**src/rtl/branch_cond_pkg.sv**
```systemverilog
// Shared definitions for the branch-condition unit: MIPS compare op codes and default widths.
package branch_cond_pkg;

    localparam int DEF_WIDTH = 32;
    localparam int DEF_CNT_W = 16;

    typedef enum logic [2:0] {
        BR_NONE = 3'd0,
        BR_EQ   = 3'd1,
        BR_NE   = 3'd2,
        BR_LEZ  = 3'd3,
        BR_GTZ  = 3'd4,
        BR_LTZ  = 3'd5,
        BR_GEZ  = 3'd6,
        BR_RSVD = 3'd7
    } br_op_e;

endpackage

```
**src/rtl/branch_cond_eval.sv**
```systemverilog
// Combinational branch-condition evaluator: (op, a, b) -> cond, illegal.
module branch_cond_eval
    import branch_cond_pkg::*;
#(
    parameter int WIDTH = DEF_WIDTH
) (
    input  logic [2:0]       op,
    input  logic [WIDTH-1:0] a,
    input  logic [WIDTH-1:0] b,
    output logic             cond,
    output logic             illegal
);

    logic a_zero;
    logic a_neg;

    // Sign tests only need the MSB and a zero detect, no subtractor.
    assign a_zero = ~|a;
    assign a_neg  = a[WIDTH-1];

    always_comb begin
        cond    = 1'b0;
        illegal = 1'b0;
        case (br_op_e'(op))
            BR_NONE: cond = 1'b0;
            BR_EQ:   cond = (a == b);
            BR_NE:   cond = (a != b);
            BR_LEZ:  cond = a_neg | a_zero;
            BR_GTZ:  cond = ~a_neg & ~a_zero;
            BR_LTZ:  cond = a_neg;
            BR_GEZ:  cond = ~a_neg;
            BR_RSVD: illegal = 1'b1;
            default: cond = 1'b0;
        endcase
    end

endmodule

```
**src/rtl/branch_cond_unit.sv**
```systemverilog
// Registered branch-condition stage for the ID/EX boundary with stall/flush
// handling and saturating resolved/taken branch counters.
module branch_cond_unit
    import branch_cond_pkg::*;
#(
    parameter int WIDTH = DEF_WIDTH,
    parameter int CNT_W = DEF_CNT_W
) (
    input  logic             clk,
    input  logic             reset,
    input  logic             in_valid,
    input  logic [2:0]       op,
    input  logic [WIDTH-1:0] a,
    input  logic [WIDTH-1:0] b,
    input  logic             stall,
    input  logic             flush,
    input  logic             cnt_clr,
    output logic             out_valid,
    output logic             taken,
    output logic             illegal,
    output logic [CNT_W-1:0] cnt_branch,
    output logic [CNT_W-1:0] cnt_taken
);

    function automatic logic [CNT_W-1:0] sat_inc(input logic [CNT_W-1:0] c);
        return (c == {CNT_W{1'b1}}) ? c : c + CNT_W'(1);
    endfunction

    logic cond;
    logic op_illegal;
    logic capture;
    logic count_ev;

    logic             out_valid_d, out_valid_q;
    logic             taken_d,     taken_q;
    logic             illegal_d,   illegal_q;
    logic [CNT_W-1:0] cnt_branch_d, cnt_branch_q;
    logic [CNT_W-1:0] cnt_taken_d,  cnt_taken_q;

    branch_cond_eval #(.WIDTH(WIDTH)) u_eval (
        .op      (op),
        .a       (a),
        .b       (b),
        .cond    (cond),
        .illegal (op_illegal)
    );

    assign capture  = ~flush & ~stall;
    // NONE and reserved ops flow through the stage but are not real branches.
    assign count_ev = capture & in_valid & (op != BR_NONE) & ~op_illegal;

    always_comb begin
        out_valid_d = out_valid_q;
        taken_d     = taken_q;
        illegal_d   = illegal_q;
        if (flush) begin
            out_valid_d = 1'b0;
            taken_d     = 1'b0;
            illegal_d   = 1'b0;
        end else if (!stall) begin
            out_valid_d = in_valid;
            taken_d     = in_valid & cond;
            illegal_d   = in_valid & op_illegal;
        end
    end

    always_comb begin
        cnt_branch_d = cnt_branch_q;
        cnt_taken_d  = cnt_taken_q;
        if (cnt_clr) begin
            cnt_branch_d = '0;
            cnt_taken_d  = '0;
        end else if (count_ev) begin
            cnt_branch_d = sat_inc(cnt_branch_q);
            if (cond) begin
                cnt_taken_d = sat_inc(cnt_taken_q);
            end
        end
    end

    always_ff @(posedge clk or posedge reset) begin
        if (reset) begin
            out_valid_q  <= 1'b0;
            taken_q      <= 1'b0;
            illegal_q    <= 1'b0;
            cnt_branch_q <= '0;
            cnt_taken_q  <= '0;
        end else begin
            out_valid_q  <= out_valid_d;
            taken_q      <= taken_d;
            illegal_q    <= illegal_d;
            cnt_branch_q <= cnt_branch_d;
            cnt_taken_q  <= cnt_taken_d;
        end
    end

    assign out_valid  = out_valid_q;
    assign taken      = taken_q;
    assign illegal    = illegal_q;
    assign cnt_branch = cnt_branch_q;
    assign cnt_taken  = cnt_taken_q;

endmodule

```
**config.mk**
```make
export PLATFORM = sky130hd
export DESIGN_NAME = branch_cond_unit
export DESIGN_NICKNAME = d
export VERILOG_FILES = /design/src/rtl/branch_cond_pkg.sv /design/src/rtl/branch_cond_eval.sv /design/src/rtl/branch_cond_unit.sv
export SDC_FILE = /design/constraint.sdc
export NUM_CORES = 1
export LEC_CHECK = 0
export CAP_MARGIN = 10
export CORE_ASPECT_RATIO = 0.7
export CORE_UTILIZATION = 39
export CTS_CLUSTER_DIAMETER = 100
export DETAILED_ROUTE_END_ITERATION = 8
export PLACE_DENSITY = 0.77
export SYNTH_ARGS = -nofsm -noshare
export SYNTH_HDL_FRONTEND = slang
export SYNTH_SLANG_ARGS = --single-unit
```
**constraint.sdc**
```tcl
create_clock -name clk -period 5.5 [get_ports clk]
set_input_delay 1.1 -clock clk [delete_from_list [all_inputs] [get_ports clk]]
set_output_delay 1.1 -clock clk [all_outputs]
set_load 0.1 [all_outputs]
```
==> flow_summary_export.csv <==
group,metric,value,unit
sta,slew_violations,0,
hold_path,hold_path_end,"out_valid$_DFFE_PP0P_",
job,cap_violations,0,
logic_synthesis,ys_async_sr_fraction,100,%
grt,grt.met3_usage,5.63,%
logic_synthesis,synth_edf_count,0,
logic_synthesis,synth_ff_type,"dfrtp_1",
place,place_hpwl,5550,um
power_and_ir_drop,p_leak,1.34,nW
sta,fin_skew,0.00673,ns
route,firstDrtPassIters,4,
cts,h-tree-depth,2,
floorplanning,io_pins,108,
logic_synthesis,synthCells,254,
sta,tightest_slew,1.00,ns
logic_synthesis,ys_top_cells_by_count,"xnor2_1 (36), dfrtp_1 (35), nor2_1 (28), nand2_1 (19)",
logic_synthesis,synth_area_leaders,"dfrtp_1 (38%), xnor2_1 (14%), xor2_1 (4.9%)",
sta,fin_crit_sh,65.3,%
route,drt_iter0_drc,157,
grt,use_met1,32.8,%
power_and_ir_drop,peakVddDrop,108,uV
floorplanning,die_w,94.1,um
place,gp_congestion,0.925,
hold_path,hold-path-cell-count,2,
finish,final_cell_count_no_fill,440,
grt,track_usage,22.9,%
setup_path,reg2reg_slack,3.24,ns
power_and_ir_drop,p_per_area,166,nW/um^2
sta,hold_slack,0.539,ns
cts,cts-hold-fix-buffers,0,
cts,post_cts_resized,0,
sta,layout_min_cycle_time,3.59,ns
grt,grt_max_degree,39,
status,status,"complete, no violations",
sta,rsz0062_at_grt,"false",
logic_synthesis,synth.avg_cell_area,9.11,um^2
floorplanning,die_h,66.4,um
grt,gr-max-usage-layer,"met2",
finish,fin_area,3560,um^2
sta,hold_viol_final,0,
route,wl,6880,um
cts,cts_tree,"yes",
finish,fillCellCount,489,
setup_path,critPathLaunchType,"input pin",
grt,grtUsageMet2,34.5,%
floorplanning,initial_core_util,40.4,%
sta,maxSlewHeadroom,32.9,%
cts,insertion_delay,0.29,ns
logic_synthesis,synth.distinct_cells,42,
setup_path,r2r-start,"cnt_branch[3]$_DFFE_PP0P_",
setup_path,r2r_cells,8,
cts,clockRootBuffer,"clkbuf_8",
setup_path,critPathRequiredTime,5.67,ns
cts,clkSlewWorstSetupHoldPaths,0.07,ns
logic_synthesis,netlist_area,2310,um^2
grt,grt_pass1_vias,2098,
logic_synthesis,synth.most_common_cell,"xnor2_1",
grt,grt_pass1_wl,10700,um
grt,gr-total-overflow,0,
place,io_buffers,107,
route,drc_errors,0,
logic_synthesis,synthesis.nets,329,
place,dp_cells,432,
route,num_vias,2319,
place,place_ws,1.63,ns
sta,setup_slack,1.91,ns
logic_synthesis,seq_area_frac_synth,37.9,%
cts,cts_num_sinks,35,
logic_synthesis,ys_seq_elements,35,
setup_path,criticalPathCategory,"in -> reg",
route,wl_per_cell,15.6,um
floorplanning,core_area,5730,um^2
cts,cts_made_buffers,5,
logic_synthesis,synth_top_area_share,37.9,%
setup_path,worstPathArrival,3.77,ns
cts,postCtsSetupBuffers,0,
setup_path,end_kind,"flop",
logic_synthesis,synth_top_area_cell,"dfrtp_1",
logic_synthesis,ys_warn_count,0,
hold_path,holdCritPathClass,"reg -> reg",
sta,fmax,278,MHz
finish,diodes,0,
sta,fin_setup_tns,0,ns
sta,finalSetupViolations,0,
setup_path,r2r_end,"cnt_branch[15]$_DFFE_PP0P_",
setup_path,crit_fanout,20,
floorplanning,rows,23,
route,via_per_inst,5.27,
floorplanning,dieArea,6250,um^2
route,drtAntennaViolNets,0,
cts,cts_buffer_depth,2,
finish,area_delta_synth_final,54.0,%
finish,nets,439,
place,postPlaceCellArea,3460,um^2
hold_path,hold_start,"out_valid$_DFFE_PP0P_",
finish,drive_above_1_share,5.75,%
grt,antenna_found_initial,0,
area by class of cell:
cell class / instances / area [um^2] / area share, %
Inverter: 6 / 22.5 / 0.632
Timing Repair Buffer: 109 / 1090 / 30.5
Multi-Input combinational cell: 207 / 1380 / 38.8
Tap cell: 75 / 93.8 / 2.63
Sequential cell: 35 / 876 / 24.6
Clock buffer: 8 / 100 / 2.81
worst max path at each step:
stage / endpoint / start
global route: cnt_taken[11]$_DFFE_PP0P_ / a[31]
CTS: cnt_taken[13]$_DFFE_PP0P_ / a[31]
floorplan: cnt_taken[5]$_DFFE_PP0P_ / a[27]
finish: cnt_taken[11]$_DFFE_PP0P_ / a[19]
detailed placement: cnt_taken[13]$_DFFE_PP0P_ / a[31]
global placement: cnt_taken[13]$_DFFE_PP0P_ / a[31]
cells in the final DEF, fill, tap and decap left out, types with 2 or more instances in the layout:
cell type / netlist / final
nor3_1: 6 / 6
and2_1: 4 / 4
and4_1: 2 / 2
o31ai_1: 7 / 7
nand2_1: 19 / 19
nor2_1: 28 / 28
clkbuf_8: 0 / 7
nor4_1: 9 / 9
mux2i_1: 2 / 2
or4_1: 7 / 7
xor2_1: 13 / 13
o21ai_0: 2 / 2
and3_1: 7 / 7
ha_1: 2 / 2
nor2b_1: 3 / 3
buf_4: 0 / 2
nand3_1: 11 / 11
or3_1: 2 / 2
mux2_2: 4 / 4
inv_1: 6 / 6
nand4_1: 13 / 13
xnor2_1: 36 / 36
clkdlybuf4s50_1: 0 / 107
nor4_2: 3 / 3
dfrtp_1: 35 / 35
a21oi_1: 11 / 11
flip-flops by register name, summed over array words and instances, names as in the netlist:
register and cells:
cnt_taken 16, taken 1, cnt_branch 16, out_valid 1, illegal 1
logic make-up (layout without fill, tap and decap cells):
kind of cell | Yosys count | in the layout | share of synthesized area, %
xor gates and xnor gates | 49 | 49 | 18.6
and+or+nand+nor | 119 | 119 | 27.9
DFF | 35 | 35 | 37.9
buffers and inverters | 12 | 123 | 2.33
muxes | 6 | 6 | 2.81
AOI/OAI and AO/OA | 31 | 31 | 9.52
adders and majority gates | 2 | 2 | 1.08
per-layer routing:
layer  part of all wire (%)  up-vias
met4                   0.77        0
li1                       -     1141
met3                    5.0        7
met2                     47       57
met1                     47     1114
met5                      0        -
report_power, final:
group | switching [W] | internal, W
registers | 0.00000136 | 0.000259
clock network | 0.0000923 | 0.000114
logic | 0.0000558 | 0.0000700
total | 0.000149 | 0.000443
stage by stage:
| stage | util (%) | power, W |
|---|---|---|
| after floorplan | - | 0.000316 |
| after global placement | 60.5 | 0.000389 |
| after detailed placement | 60.5 | 0.000390 |
| after CTS | 62.2 | 0.000599 |
| after global routing | 62.2 | 0.000622 |
| final | 62.2 | 0.000592 |
critical path: stages:
cell and delay, ns:
clkdlybuf4s50_1 0.44, nor4_1 0.42, nand2_1 0.15, nor4_2 0.31, a2111o_1 0.20, nand3b_1 0.13, o21ai_2 0.59, nor3_1 0.12
mux2_2 0.30
No activity file was read; power rests on OpenSTA's default activity.
